===== src/rtl/tm_pkg.sv =====
// ============================================================================
// Module      : tm_pkg
// Description : Shared types and constants for the telemetry frame formers.
// Revision    : 1.0 - initial release
// ============================================================================
`default_nettype none

package tm_pkg;

  typedef enum logic [1:0] {
    SLOT_SYNC = 2'd0,
    SLOT_CNT  = 2'd1,
    SLOT_DATA = 2'd2
  } slot_type_e;

  typedef enum logic [1:0] {
    ST_IDLE = 2'd0,
    ST_ARB  = 2'd1,
    ST_EMIT = 2'd2,
    ST_WAIT = 2'd3
  } state_e;

  localparam logic [11:0] C_SYNC_WORD = 12'hF1A;
  localparam logic [11:0] C_FILL_WORD = 12'h000;

  // Fixed frame map: marker, frame counter, then data slots.
  function automatic slot_type_e slot_type_of(input int unsigned slot);
    if (slot == 0) begin
      return SLOT_SYNC;
    end else if (slot == 1) begin
      return SLOT_CNT;
    end
    return SLOT_DATA;
  endfunction

endpackage

`default_nettype wire


===== src/rtl/tm_word_scheduler_if.sv =====
// ============================================================================
// Module      : tm_word_scheduler_if
// Description : Strobe, channel request/grant and word-stream bundle.
// Revision    : 1.0 - initial release
// ============================================================================
`default_nettype none

interface tm_word_scheduler_if #(
  parameter int N_CH = 8,
  parameter int DW   = 12
);

  logic                 word_stb;
  logic [N_CH-1:0]      ch_req;
  logic [N_CH*DW-1:0]   ch_data;
  logic [N_CH-1:0]      ch_gnt;
  logic [DW-1:0]        word_out;
  logic                 word_vld;
  logic                 frame_start;
  logic [7:0]           frame_cnt;

  modport master (
    output word_stb, ch_req, ch_data,
    input  ch_gnt, word_out, word_vld, frame_start, frame_cnt
  );

  modport slave (
    input  word_stb, ch_req, ch_data,
    output ch_gnt, word_out, word_vld, frame_start, frame_cnt
  );

endinterface

`default_nettype wire


===== src/rtl/tm_word_scheduler_rr_arbiter.sv =====
// ============================================================================
// Module      : rr_arbiter
// Description : Combinational round-robin find-first starting at a pointer.
// Revision    : 1.0 - initial release
// ============================================================================
`default_nettype none

module rr_arbiter #(
  parameter int N_CH = 8,
  parameter int PW   = (N_CH > 1) ? $clog2(N_CH) : 1
) (
  input  logic [N_CH-1:0] req,
  input  logic [PW-1:0]   ptr,
  output logic [N_CH-1:0] gnt,
  output logic [PW-1:0]   gnt_idx,
  output logic            found,
  output logic [PW-1:0]   next_ptr
);

  localparam logic [PW:0]   c_n_ch = (PW+1)'(N_CH);
  localparam logic [PW-1:0] c_last = PW'(N_CH - 1);

  logic [PW:0]   w_sum;
  logic [PW-1:0] w_idx;

  always_comb begin
    gnt      = '0;
    gnt_idx  = '0;
    found    = 1'b0;
    next_ptr = ptr;
    w_sum    = '0;
    w_idx    = '0;
    for (int i = 0; i < N_CH; i++) begin
      // Candidate index ptr+i, folded back into 0..N_CH-1.
      w_sum = {1'b0, ptr} + (PW+1)'(i);
      if (w_sum >= c_n_ch) begin
        w_sum = w_sum - c_n_ch;
      end
      w_idx = w_sum[PW-1:0];
      if (!found && req[w_idx]) begin
        found        = 1'b1;
        gnt[w_idx]   = 1'b1;
        gnt_idx      = w_idx;
        next_ptr     = (w_idx == c_last) ? '0 : w_idx + PW'(1);
      end
    end
  end

endmodule

`default_nettype wire


===== src/rtl/tm_word_scheduler.sv =====
// ============================================================================
// Module      : tm_word_scheduler
// Description : Per-slot frame scheduler: sync, frame count, round-robin data.
// Revision    : 1.0 - initial release
// ============================================================================
`default_nettype none

module tm_word_scheduler
  import tm_pkg::*;
#(
  parameter int             N_CH            = 8,
  parameter int             DW              = 12,
  parameter int             WORDS_PER_FRAME = 32,
  parameter logic [DW-1:0]  SYNC_WORD       = DW'(C_SYNC_WORD),
  parameter logic [DW-1:0]  FILL_WORD       = DW'(C_FILL_WORD)
) (
  input  logic               clk,
  input  logic               rst,
  tm_word_scheduler_if.slave bus
);

  localparam int            c_pw        = (N_CH > 1) ? $clog2(N_CH) : 1;
  localparam int            c_sw        = $clog2(WORDS_PER_FRAME);
  localparam logic [c_sw-1:0] c_last_slot = c_sw'(WORDS_PER_FRAME - 1);

  state_e            r_state;
  state_e            w_state_nxt;
  logic              w_accept;
  logic [c_sw-1:0]   r_slot;
  slot_type_e        r_slot_type;
  logic [c_pw-1:0]   r_ptr;
  logic [DW-1:0]     r_word;
  logic [7:0]        r_frame_cnt;

  logic [N_CH-1:0]   w_gnt;
  logic [c_pw-1:0]   w_gnt_idx;
  logic              w_found;
  logic [c_pw-1:0]   w_next_ptr;
  logic [DW-1:0]     w_ch_data [N_CH];

  for (genvar gi = 0; gi < N_CH; gi++) begin : g_unpack
    assign w_ch_data[gi] = bus.ch_data[gi*DW +: DW];
  end

  rr_arbiter #(
    .N_CH (N_CH),
    .PW   (c_pw)
  ) u_arb (
    .req      (bus.ch_req),
    .ptr      (r_ptr),
    .gnt      (w_gnt),
    .gnt_idx  (w_gnt_idx),
    .found    (w_found),
    .next_ptr (w_next_ptr)
  );

  always_ff @(posedge clk) begin
    if (!rst) begin
      r_state <= ST_IDLE;
    end else begin
      r_state <= w_state_nxt;
    end
  end

  // Strobes seen in ARB or EMIT fall through without being accepted.
  always_comb begin
    w_state_nxt = r_state;
    w_accept    = 1'b0;
    case (r_state)
      ST_IDLE, ST_WAIT: begin
        if (bus.word_stb) begin
          w_accept    = 1'b1;
          w_state_nxt = ST_ARB;
        end
      end
      ST_ARB:  w_state_nxt = ST_EMIT;
      ST_EMIT: w_state_nxt = ST_WAIT;
      default: w_state_nxt = ST_IDLE;
    endcase
  end

  always_ff @(posedge clk) begin
    if (!rst) begin
      r_slot      <= '0;
      r_slot_type <= SLOT_SYNC;
      r_ptr       <= '0;
      r_word      <= '0;
      r_frame_cnt <= '0;
    end else begin
      if (w_accept) begin
        r_slot_type <= slot_type_of(32'(r_slot));
        if (r_slot == c_last_slot) begin
          r_slot      <= '0;
          r_frame_cnt <= r_frame_cnt + 8'd1;
        end else begin
          r_slot <= r_slot + c_sw'(1);
        end
      end
      if (r_state == ST_ARB) begin
        case (r_slot_type)
          SLOT_SYNC: r_word <= SYNC_WORD;
          SLOT_CNT:  r_word <= DW'(r_frame_cnt);
          default: begin
            if (w_found) begin
              r_word <= w_ch_data[w_gnt_idx];
              r_ptr  <= w_next_ptr;
            end else begin
              r_word <= FILL_WORD;
            end
          end
        endcase
      end
    end
  end

  assign bus.ch_gnt      = (r_state == ST_ARB && r_slot_type == SLOT_DATA) ? w_gnt : '0;
  assign bus.word_out    = r_word;
  assign bus.word_vld    = (r_state == ST_EMIT);
  assign bus.frame_start = (r_state == ST_EMIT) && (r_slot_type == SLOT_SYNC);
  assign bus.frame_cnt   = r_frame_cnt;

endmodule

`default_nettype wire


===== src/flat_wrapper.sv =====
// flat-port wrapper written by rule: the top's interface ports become plain ports
module tm_word_scheduler_flat import tm_pkg::*;
#(
  parameter int             N_CH            = 8,
  parameter int             DW              = 12,
  parameter int             WORDS_PER_FRAME = 32,
  parameter logic [DW-1:0]  SYNC_WORD       = DW'(C_SYNC_WORD),
  parameter logic [DW-1:0]  FILL_WORD       = DW'(C_FILL_WORD)
)
  (clk, rst, bus_word_stb, bus_ch_req, bus_ch_data, bus_ch_gnt, bus_word_out, bus_word_vld, bus_frame_start, bus_frame_cnt);
  tm_word_scheduler_if #(.N_CH(N_CH), .DW(DW)) bus_i ();
  input  logic clk;
  input  logic rst;
  input wire logic [$bits(bus_i.word_stb)-1:0] bus_word_stb;
  input wire logic [$bits(bus_i.ch_req)-1:0] bus_ch_req;
  input wire logic [$bits(bus_i.ch_data)-1:0] bus_ch_data;
  output wire logic [$bits(bus_i.ch_gnt)-1:0] bus_ch_gnt;
  output wire logic [$bits(bus_i.word_out)-1:0] bus_word_out;
  output wire logic [$bits(bus_i.word_vld)-1:0] bus_word_vld;
  output wire logic [$bits(bus_i.frame_start)-1:0] bus_frame_start;
  output wire logic [$bits(bus_i.frame_cnt)-1:0] bus_frame_cnt;
  assign bus_i.word_stb = bus_word_stb;
  assign bus_i.ch_req = bus_ch_req;
  assign bus_i.ch_data = bus_ch_data;
  assign bus_ch_gnt = bus_i.ch_gnt;
  assign bus_word_out = bus_i.word_out;
  assign bus_word_vld = bus_i.word_vld;
  assign bus_frame_start = bus_i.frame_start;
  assign bus_frame_cnt = bus_i.frame_cnt;
  tm_word_scheduler #(.N_CH(N_CH), .DW(DW), .WORDS_PER_FRAME(WORDS_PER_FRAME), .SYNC_WORD(SYNC_WORD), .FILL_WORD(FILL_WORD)) u_core (.clk(clk), .rst(rst), .bus(bus_i));
endmodule

===== config.mk =====
export PLATFORM = sky130hd
export DESIGN_NAME = tm_word_scheduler_flat
export DESIGN_NICKNAME = d
export VERILOG_FILES = /design/src/rtl/tm_pkg.sv /design/src/rtl/tm_word_scheduler_if.sv /design/src/rtl/tm_word_scheduler_rr_arbiter.sv /design/src/rtl/tm_word_scheduler.sv /design/src/flat_wrapper.sv
export SDC_FILE = /design/constraint.sdc
export NUM_CORES = 1
export LEC_CHECK = 0
export CAP_MARGIN = 5
export CORE_MARGIN = 5
export CORE_UTILIZATION = 43
export CTS_CLUSTER_SIZE = 8
export DETAILED_ROUTE_END_ITERATION = 8
export PLACE_DENSITY = 0.79
export SYNTH_ARGS = -nofsm -noshare
export SYNTH_HDL_FRONTEND = slang
export SYNTH_HIERARCHICAL = 1
export SYNTH_SLANG_ARGS = --single-unit

===== constraint.sdc =====
create_clock -name clk -period 4.4 [get_ports clk]
set_input_delay 1.32 -clock clk [delete_from_list [all_inputs] [get_ports clk]]
set_output_delay 1.32 -clock clk [all_outputs]
set_load 0.005 [all_outputs]

==> results of run 1 <==
==> worst reg2reg max path, delay by kind of cell, from the launching register on <==
family	cells	cell delay [ns]
simple gates	4	0.43
mux	3	1.13
buf+inv	3	0.51
fa+ha+maj	2	0.63
compound gates	2	0.87
flops	1	0.36
==> flip-flops by register name (all words and copies together), names as in the netlist <==
signal	flops
u_core/r_slot	5
u_core/r_slot_type	2
u_core/r_state	2
u_core/bus.word_out	12
u_core/bus.frame_cnt	8
u_core/r_ptr	3
==> power by group through the flow <==
stage / Sequential (mW) / Clock [mW] / Combinational (mW)
2_1_floorplan: 0.367 / 0 / 0.715
3_3_place_gp: 0.373 / 0 / 1.13
3_5_place_dp: 0.377 / 0 / 1.16
4_1_cts: 0.371 / 0.242 / 1.18
5_1_grt: 0.377 / 0.255 / 1.30
6_report: 0.371 / 0.239 / 1.21
==> per-layer routing <==
layer  part of all wire, %  vias to the layer above
li1                      -                     2186
met1                    41                     2223
met2                    49                      254
met3                   7.3                       35
met4                   2.4                        0
met5                     0                        -
==> logic make-up (layout without fill, tap and decap cells) <==
kind of cell               after synthesis  count (layout)
and+or+nand+nor                        162             162
AOI/OAI and AO/OA                      116             116
muxes                                   81              81
buffers and inverters                   49             238
DFF                                     32              32
adders and majority gates               26              26
xor gates and xnor gates                 6               6
==> synthesized netlist by cell type, types with 3 or more instances <==
cell / instances
ha_1: 26
a221oi_1: 3
a2111oi_0: 5
a21boi_0: 6
o211ai_1: 3
mux2_2: 4
nor2b_1: 19
o221ai_1: 4
nand4_1: 4
buf_2: 6
nand2_1: 23
nor4_1: 3
a22o_1: 5
mux4_1: 4
dfxtp_1: 32
a211oi_1: 9
a22oi_1: 4
mux2i_1: 38
buf_4: 5
nor3_1: 14
o21ai_0: 24
xnor2_1: 5
mux2_4: 4
mux2_1: 8
nand2b_1: 8
mux4_2: 22
inv_1: 15
o41ai_1: 3
nand3_1: 22
a21oi_1: 19
and3_1: 6
buf_6: 4
a31oi_1: 4
and2_1: 19
clkbuf_1: 14
nor2_1: 23
o21ai_1: 4
==> per-stage QoR <==
stage | instance area (sq um) | power, mW
6_report | 6380 | 1.82
5_1_grt | 6380 | 1.93
4_1_cts | 6320 | 1.80
3_5_place_dp | 6140 | 1.53
3_3_place_gp | 6140 | 1.50
2_1_floorplan | 4240 | 1.08
==> timing repair <==
action                                 CTS  global route
endpoints found under the hold margin    0             0
setup endpoints to repair               20            13
setup buffers                            5             3
pin swaps                                7             6
resized for setup                       97             9
==> worst max-delay path by stage <==
stage | slack, ns | end | depth (start not counted) | startpoint
floorplan | -0.08 | bus_ch_gnt[2] | 7 | bus_ch_req[7]
global placement | -1.15 | bus_ch_gnt[2] | 9 | bus_ch_req[1]
detailed placement | -1.24 | bus_ch_gnt[3] | 9 | bus_ch_req[3]
CTS | -0.47 | bus_ch_gnt[3] | 10 | bus_ch_req[3]
global route | -0.54 | bus_ch_gnt[3] | 10 | bus_ch_req[7]
finish | -0.48 | bus_ch_gnt[7] | 10 | bus_ch_req[7]
==> layout make-up <==
type / count / area, sq um / area share [%]
Sequential cell: 32 / 641 / 10.0
Clock inverter: 1 / 7.51 / 0.118
Inverter: 17 / 63.8 / 1.00
Tap cell: 133 / 166 / 2.61
Timing Repair Buffer: 213 / 1990 / 31.1
Clock buffer: 7 / 86.3 / 1.35
Multi-Input combinational cell: 391 / 3430 / 53.7
==> results.toml, run 1 <==
[global_route]
grt_pass1_wl_um = 23200
gr-usage-met1_pct = 33.3
grt_start_max_net_pins = 34
met2_usage_pct = 40.0
grt_use_met3_pct = 3.43
track_usage_pct = 24.4
grt_pass1_vias = 4532
antenna_found_initial = 0
overflow = 0
busiest_layer = "met2"

[critical_path]
cp.arrival_ns = 3.56
ff2ff_setup_slack_ns = 0.35
path_delay_family = "multiplexers"
cp-end-kind = "output port"
cp_slowest_cell = "or4_4"
cp.required_ns = 3.08
r2r-end = "u_core/bus.word_out[0]$_SDFFE_PN0P_"
cp_cell_sequence = "buf_8 -> mux4_2 -> mux2_4 -> or4_4 -> nor2_4 -> buf_6 -> o31a_1 -> mux2_4 -> and2_4 -> buf_6"
reg2regPathDepth = 14
r2r-start = "u_core/r_ptr[1]$_SDFFE_PN0P_"
critical_path_class = "primary input to output port"
worstPathMaxFanout = 8
start_kind = "primary input"
cpPeakStageDelay_ns = 0.57
cp_num_buf_inv = 3

[sta]
worst_pin_slew_ns = 0.588
slew_viol_final = 0
hold_viol = 0
max-slew-margin-rel_pct = 60.7
whs_ns = 0.523
fin_ws_ns = -0.476
worst_clock_skew_ns = 0.00503
period_minus_slack_ns = 4.88
grt_setup_unrepaired = "true"
fin_crit_sh_pct = 111
setup-tns-final_ns = -3.53
fmax_mhz = 205
finalSetupViolations = 8

[clock_network]
hold_buffers = 0
cts_sinks = 32
cts_buffers = 5
h-tree-depth = 2
clockBufferDepth = 2
cts_tree = "yes"
insertion_delay_ns = 0.28
clkTransAtPathRegs_ns = 0.07
cts-root-buf = "clkbuf_8"

[floorplanning]
fp.dieH_um = 109
placementRows = 36
start_util_pct = 43.7
core_sq_um = 9680
die_area_sq_um = 11900
dieWidth_um = 109
io_pins = 137

[worst_hold_path]
hp-class = "register to register"
hp-start = "u_core/r_slot[4]$_SDFFE_PN0P_"
hold_depth = 2
holdPathEnd = "u_core/r_slot[4]$_SDFFE_PN0P_"

[synthesis]
synth-simple-area-share_pct = 22.3
synth.area.top_cells = "dfxtp_1 (15%), mux4_2 (12%), mux2i_1 (9.0%)"
avgSynthCellArea_sq_um = 8.97
postSynthNetCount = 605
dominantRegCellSynth = "dfxtp_1"
synth-compound-area-share_pct = 19.2
synthXorXnorAreaFrac_pct = 1.24
synth_area_sq_um = 4230
synth_fa_ha_area_share_pct = 7.69
async_flop_share_pct = 0
ys_seq_area_share_pct = 15.1
ys_warn_count = 6
synth_cells = 472
synth_largest_area_cell = "dfxtp_1"
yosys.area.top_type_share_pct = 15.1
synth.distinct_cells = 80
synth-edff-count = 0
ys_ff_latch = 32
synth_mux_area_share_pct = 28.1
synth_top_family_by_area = "multiplexers"

[power_and_ir_drop]
power_leakage_nw = 2.46
power_density_nw_per_um2 = 285
sw_frac_of_total_pct = 40.4
combPwrFrac_pct = 66.5
intPower_mw = 1.08
peakVddDrop_v = 0.000161
p_sw_uw = 734
p_seq_share_pct = 20.4
clkPwrFrac_pct = 13.1

[routing]
drc = 0
wirelength_um = 15200
drtPass1Iterations = 5
antenna_left = 0
num_vias = 4698
routedWlPerCell_um = 19.1
drtIter0Drc = 451
viasPerCell = 5.92

[layout]
antennaDiodeCount = 0
nets = 793
mostFrequentLayoutCell = "clkdlybuf4s50_1"
fillCellCount = 811
final-instance-count-excl-fill = 794
mostFrequentLayoutCells = "clkdlybuf4s50_1 (120), buf_4 (69), mux2i_1 (38)"
layout-drive-gt1-share_pct = 24.4
area_growth_pct = 50.9
final_util_pct = 65.9

[job]
cap_violations = 0

[run_status]
status = "finished with violations"
failed_checks = "negative setup slack"

[placement]
dp_slack_ns = -1.24
dpl.hpwl_um = 12000
io_buffers = 136
dp_cells = 778
globalplace.congestion = 1.00
Note: power is estimated with default switching activity, not from simulation.
==> run 2: changes to the inputs <==
--- a/config.mk
+++ b/config.mk
@@ -10,6 +10,7 @@
 export CORE_UTILIZATION = 43
 export CTS_CLUSTER_SIZE = 8
 export DETAILED_ROUTE_END_ITERATION = 8
+export HOLD_SLACK_MARGIN = 0.15
 export PLACE_DENSITY = 0.79
 export SYNTH_ARGS = -nofsm -noshare
 export SYNTH_HDL_FRONTEND = slang
==> results of run 2 <==
The final DEF is identical to that of run 1; final timing and power are the same.
==> run 3: changes to the inputs <==
--- a/config.mk
+++ b/config.mk
@@ -12,6 +12,7 @@
 export DETAILED_ROUTE_END_ITERATION = 8
 export HOLD_SLACK_MARGIN = 0.15
 export PLACE_DENSITY = 0.79
+export SKIP_LAST_GASP = 1
 export SYNTH_ARGS = -nofsm -noshare
 export SYNTH_HDL_FRONTEND = slang
 export SYNTH_HIERARCHICAL = 1
==> results of run 3 <==
The final DEF is identical to that of run 1; final timing and power are the same.
